==> src/rtl/multiplicador_bcd.sv <==
// -----------------------------------------------------------------------------
// multiplicador_bcd
//
// Sequential binary-to-BCD converter that sits after the shift-add multiplier.
// When the multiplier raises its done (wired to i_start), the product is
// captured. It is then converted with the shift-and-add-3 (double dabble)
// algorithm, one shift every two clocks. The packed BCD result is held for the
// 7-segment decoders.
//
// Parameters
//   WIDTH   product width in bits
//   DIGITS  BCD digits; 10**DIGITS must exceed 2**WIDTH - 1
//
// Ports
//   i_clk      clock, rising edge
//   i_rst      asynchronous active-high reset
//   i_start    conversion request (level, four-phase handshake)
//   i_product  unsigned binary value, sampled only at the capture edge
//   o_bcd      packed BCD result, digit 0 (units) in bits [3:0]
//   o_busy     high while converting (ADD3 / SHIFT)
//   o_done     high in DONE; o_bcd is valid and stable
// -----------------------------------------------------------------------------
module multiplicador_bcd #(
    parameter int WIDTH  = 8,
    parameter int DIGITS = 3
) (
    input  logic                  i_clk,
    input  logic                  i_rst,
    input  logic                  i_start,
    input  logic [WIDTH-1:0]      i_product,
    output logic [4*DIGITS-1:0]   o_bcd,
    output logic                  o_busy,
    output logic                  o_done
);

    localparam int CW = $clog2(WIDTH + 1);

    typedef enum logic [1:0] {
        S_IDLE  = 2'd0,
        S_ADD3  = 2'd1,
        S_SHIFT = 2'd2,
        S_DONE  = 2'd3
    } state_t;

    state_t                r_state;
    logic [WIDTH-1:0]      r_sreg;
    logic [4*DIGITS-1:0]   r_scratch;
    logic [CW-1:0]         r_cnt;
    logic [4*DIGITS-1:0]   r_bcd;
    logic                  r_busy;
    logic                  r_done;

    logic [4*DIGITS-1:0]   w_scratch_sh;
    logic [WIDTH-1:0]      w_sreg_sh;

    // Add 3 to every digit that is 5 or more. After the following shift, such a
    // digit carries into the next decade instead of going past 9.
    function automatic logic [4*DIGITS-1:0] f_add3(input logic [4*DIGITS-1:0] v);
        logic [4*DIGITS-1:0] r;
        r = v;
        for (int d = 0; d < DIGITS; d++) begin
            if (v[4*d +: 4] >= 4'd5) begin
                r[4*d +: 4] = v[4*d +: 4] + 4'd3;
            end else begin
                r[4*d +: 4] = v[4*d +: 4];
            end
        end
        return r;
    endfunction

    // One-bit left shift of {scratch, sreg}. The scratch MSB is dropped and a
    // zero enters sreg[0].
    assign w_scratch_sh = {r_scratch[4*DIGITS-2:0], r_sreg[WIDTH-1]};
    assign w_sreg_sh    = {r_sreg[WIDTH-2:0], 1'b0};

    // Conversion FSM. The outputs are registered alongside the state.
    always_ff @(posedge i_clk or posedge i_rst) begin
        if (i_rst) begin
            r_state   <= S_IDLE;
            r_sreg    <= {WIDTH{1'b0}};
            r_scratch <= {(4*DIGITS){1'b0}};
            r_cnt     <= {CW{1'b0}};
            r_bcd     <= {(4*DIGITS){1'b0}};
            r_busy    <= 1'b0;
            r_done    <= 1'b0;
        end else begin
            case (r_state)
                S_IDLE: begin
                    if (i_start) begin
                        r_sreg    <= i_product;
                        r_scratch <= {(4*DIGITS){1'b0}};
                        r_cnt     <= CW'(WIDTH);
                        r_state   <= S_ADD3;
                        r_busy    <= 1'b1;
                        r_done    <= 1'b0;
                    end else begin
                        r_busy    <= 1'b0;
                        r_done    <= 1'b0;
                    end
                end
                S_ADD3: begin
                    r_scratch <= f_add3(r_scratch);
                    r_state   <= S_SHIFT;
                end
                S_SHIFT: begin
                    r_scratch <= w_scratch_sh;
                    r_sreg    <= w_sreg_sh;
                    r_cnt     <= r_cnt - CW'(1);
                    // The count reaches zero with this shift, so the post-shift
                    // scratch is the final result.
                    if (r_cnt == CW'(1)) begin
                        r_bcd   <= w_scratch_sh;
                        r_state <= S_DONE;
                        r_busy  <= 1'b0;
                        r_done  <= 1'b1;
                    end else begin
                        r_state <= S_ADD3;
                    end
                end
                S_DONE: begin
                    if (!i_start) begin
                        r_state <= S_IDLE;
                        r_done  <= 1'b0;
                    end else begin
                        r_done  <= 1'b1;
                    end
                end
                default: begin
                    r_state <= S_IDLE;
                    r_busy  <= 1'b0;
                    r_done  <= 1'b0;
                end
            endcase
        end
    end

    assign o_bcd  = r_bcd;
    assign o_busy = r_busy;
    assign o_done = r_done;

endmodule

==> config.mk <==
export PLATFORM = sky130hd
export DESIGN_NAME = multiplicador_bcd
export DESIGN_NICKNAME = d
export VERILOG_FILES = /design/src/rtl/multiplicador_bcd.sv
export SDC_FILE = /design/constraint.sdc
export NUM_CORES = 1
export LEC_CHECK = 0
export BUFFER_PORTS_ARGS = -buffer_cell sky130_fd_sc_hd__buf_2
export CAP_MARGIN = 20
export CORE_MARGIN = 2
export CORE_UTILIZATION = 52
export CTS_CLUSTER_SIZE = 30
export DETAILED_ROUTE_END_ITERATION = 12
export GPL_ROUTABILITY_DRIVEN = 0
export HOLD_SLACK_MARGIN = 0.02
export PLACE_DENSITY = 0.75
export SLEW_MARGIN = 20
export SYNTH_ARGS = -nofsm -noshare
export SYNTH_HDL_FRONTEND = slang
export SYNTH_SLANG_ARGS = --single-unit
==> constraint.sdc <==
create_clock -name i_clk -period 1.6 [get_ports i_clk]
set_input_delay 0 -clock i_clk [delete_from_list [all_inputs] [get_ports i_clk]]
set_output_delay 0 -clock i_clk [all_outputs]
set_load 0.05 [all_outputs]
==> metrics.md <==
| Metric | Value |
|---|---|
| Outcome | finished with violations |
| Failing checks | setup timing |
| Main synth FF type | dfrtp_1 |
| Via-per-instance ratio | 5.663 |
| Final hold vios | 0 |
| Vias in the first global route | 1709 |
| Via Count | 1829 |
| Net switching power | 2712 uW |
| Syn Std Cell Area | 2145 um2 |
| Worst Path Required | approximately 1.8 ns |
| Highest clock rate | 0.6071 GHz |
| Grt ovf | 0 |
| GRT met2 Usage | 0.3811 |
| DRC viols | 0 |
| Met1 Track Usage GR | 0.3270 |
| Largest area contributor in the netlist | dfrtp_1 |
| Sequential power share | 0.276 |
| FF-to-FF Start | r_state[0]$_DFFE_PP0P_ |
| Initial antenna violation count | 0 |
| # clock sinks | 40 |
| Clock latency on the worst-skew pair | 0.30 ns |
| Row cnt | 23 |
| Met3 Resource Use GR | 0.04934 |
| Synth-to-Final Area Change | 34.42% |
| H-tree depth | 2 |
| Proportion of synthesized area in mux cells | 0.09743 |
| Largest net degree at the start of global routing | 41 |
| Crit share post-route | 1.029 |
| Synth Area in XOR/XNOR | 0.01634 |
| Slew Viols, Final | 0 |
| Final net count | 296 |
| Synth Area in Adders | 0.07001 |
| I/O pin total | 25 |
| Core Box Area | approximately 4000 um2 |
| Gate Count Post-Synth | 205 |
| Fraction of the yosys area taken by sequential cells | 0.4667 |
| Clk pwr share | 0.106 |
| Post-synth top area share | 0.4667 |
| GR peak layer | met2 |
| Layout fillers | 279 |
| R2R depth | 6 |
| Slew headroom | 0.6594 |
| Total CTS buffers | 5 |
| EDFF count, synth | 0 |
| Slack of the critical path | -0.04704 ns |
| Post-Synth Simple-Gate Area | 0.1004 |
| Post-DP HPWL | 3305 um |
| Routed WL per cell | 15.80 um |
| CP arrival | 1.83 ns |
| Final TNS setup | -0.1663 ns |
| Combinational family with the most area after synthesis | compound AO/OA/AOI/OAI gates |
| Hold path depth | 3 |
| Syn_area_per_cell | 10.46 um2 |
| Total die area | 4654 um2 |
| Crit end category | flop |
| Logic pwr share | 0.618 |
| RSZ-0062 raised after global routing | yes |
| HP Start | i_product[7] |
| Sw Ratio | 0.4504 |
| DR iter-0 viols | 141 |
| Die width | about 70 um |
| Hold EP | r_sreg[7]$_DFFE_PP0P_ |
| Yosys reg bits | 40 |
| Share of cells above drive strength 1 | 0.3993 |
| Synth cell types | 38 |
| Tot GR Track Use | 0.2416 |
| Warnings, synthesis | 0 |
| Final Skew | 0.01153 ns |
| Maximum VDD drop | 0.001005 V |
| Max-cap viol count | 0 |
| Tmin final | around 1.6 ns |
| Cell-internal power | around 3300 uW |
| Die Y | 68.22 um |
| LEAKAGE | 0.001345 uW |
| Asr flop ratio synth | 1.000 |
| CTS tree | yes |
| R2r endpoint | r_scratch[8]$_DFFE_PP0P_ |
| Initial Util | 0.5400 |
| R2r setup slk | -0.05 ns |
| Post-Syn Nets | about 230 |
| Final setup viols | 8 |
| Worst-path clk slew | 0.08 ns |
| Worst Setup Path Type | reg2reg |
| Least-Margin Pin Slew | 0.5109 ns |
| Antenna Nets Post-Route | 0 |
| Startpoint Class | flop |
| Synth Area in Compound Gates | 0.1838 |
| PwrDens | about 2100 nW/um2 |
| Detailed Route WL | around 5000 um |
| Worst hold path type | in2reg |
| Port Buf Inserts | 24 |
| Top post-synthesis cells by area | dfrtp_1 (47%), mux2_2 (7.4%), ha_1 (7.0%) |
| DRT Pass-1 Iters | 5 |
| CTS Root Cell | clkbuf_8 |
| Global-route wire length before repair | 8224 um |
| Clk buf depth | 2 |
| Antenna diodes | 0 |
| Crit-path max FO | 7 |
| Final core utilization | 0.7259 |
[Yosys cell counts, drive strengths merged (6+ instances only)]
cell / number
a21oi: 10
mux2: 15
buf: 6
ha: 12
inv: 19
nand2: 13
o21ai: 16
dfrtp: 40
o22ai: 14
nor2: 16
[power by group through the flow]
| stage | combinational (uW) | clock, uW | sequential (uW) |
|---|---|---|---|
| final | 3720 | 641 | 1660 |
| after global routing | 4060 | 692 | 1710 |
| after CTS | 3390 | 652 | 1630 |
| after detailed placement | 3320 | 0 | 1640 |
| after global placement | 3250 | 0 | 1630 |
| after floorplan | 1930 | 0 | 1940 |
[per-layer routing]
| layer | share of wire | routed length [um] | vias up |
|---|---|---|---|
| li1 | - | - | 873 |
| met1 | 0.46 | 2328 | 895 |
| met2 | 0.48 | 2436 | 51 |
| met3 | 0.048 | 245 | 10 |
| met4 | 0.019 | 95 | 0 |
| met5 | 0 | 0 | - |
[kinds of logic (layout without fill, tap and decap cells)]
group           after synthesis  count (layout)
simple gates                 44              44
compound gates               59              59
buf+inv                      27              95
fa+ha+maj                    12              12
flops                        40              40
mux                          19              19
xor+xnor                      4               4
[placed cells by master, fill, tap and decap left out, types with 5 or more instances in the layout]
cell and n:
a21oi_1 8, buf_2 24, buf_4 34, clkbuf_8 5, dfrtp_1 39, dlygate4sd3_1 7
ha_1 8, inv_1 16, mux2_2 6, mux2_4 9, nand2_1 12, nor2_1 13
o21ai_0 9, o22ai_1 14
[through the flow]
stage	instances	power (uW)	setup slack, ns	hold slack [ns]	instance area [um2]
4_1_cts	320	5672	-0.02941	0.02027	2754
6_report	323	6022	-0.04704	0.02791	2883
5_1_grt	323	6457	-0.1052	0.03270	2883
3_5_place_dp	305	4963	-0.04075	0.1566	2589
3_3_place_gp	305	4884	0.007628	0.1458	2589
2_1_floorplan	205	3872	-0.1103	0.1442	2182
[worst max path at each step]
| stage | endpoint | cells past startpoint | from |
|---|---|---|---|
| 2_1_floorplan | r_scratch[10]$_DFFE_PP0P_ | 7 | r_state[1]$_DFFE_PP0P_ |
| 3_3_place_gp | r_scratch[10]$_DFFE_PP0P_ | 6 | r_state[0]$_DFFE_PP0P_ |
| 3_5_place_dp | r_scratch[11]$_DFFE_PP0P_ | 7 | r_scratch[9]$_DFFE_PP0P_ |
| 4_1_cts | r_scratch[8]$_DFFE_PP0P_ | 6 | r_state[1]$_DFFE_PP0P_ |
| 5_1_grt | r_scratch[9]$_DFFE_PP0P_ | 7 | r_state[1]$_DFFE_PP0P_ |
| 6_report | r_scratch[8]$_DFFE_PP0P_ | 6 | r_state[0]$_DFFE_PP0P_ |
[worst max-delay path, cell delays in order, from the launching register on]
cell and delay, ns:
dfrtp_1 0.40, inv_2 0.06, ha_2 0.20, nor2b_4 0.13
a21o_4 0.22, a31oi_4 0.20, mux2_4 0.32
[state kept, by name, summed over array words and instances, names as in the netlist]
register and count:
r_scratch 12, r_cnt 4, o_busy 1, o_bcd 12, o_done 1, r_state 2, r_sreg 8
[layout make-up]
class	instances	area, um2	share of cell area
repair buffers	69	516.7	0.1793
multi-input cells	138	1149	0.3984
flip-flops and latches	40	1002	0.3477
clock buffers	6	72.57	0.02517
well taps	50	62.56	0.02170
clock inverters	1	5.005	0.001736
inverters	19	75.07	0.02604
[repair_timing]
item                                   in CTS  in global routing
hold buffers                                7                  0
buffers inserted                            1                  3
setup endpoints to repair                  15                 37
endpoints found under the hold margin      46                  0
pin swaps                                   1                  1
resized for setup                           6                 27
Note: power is estimated with default switching activity, not from simulation.
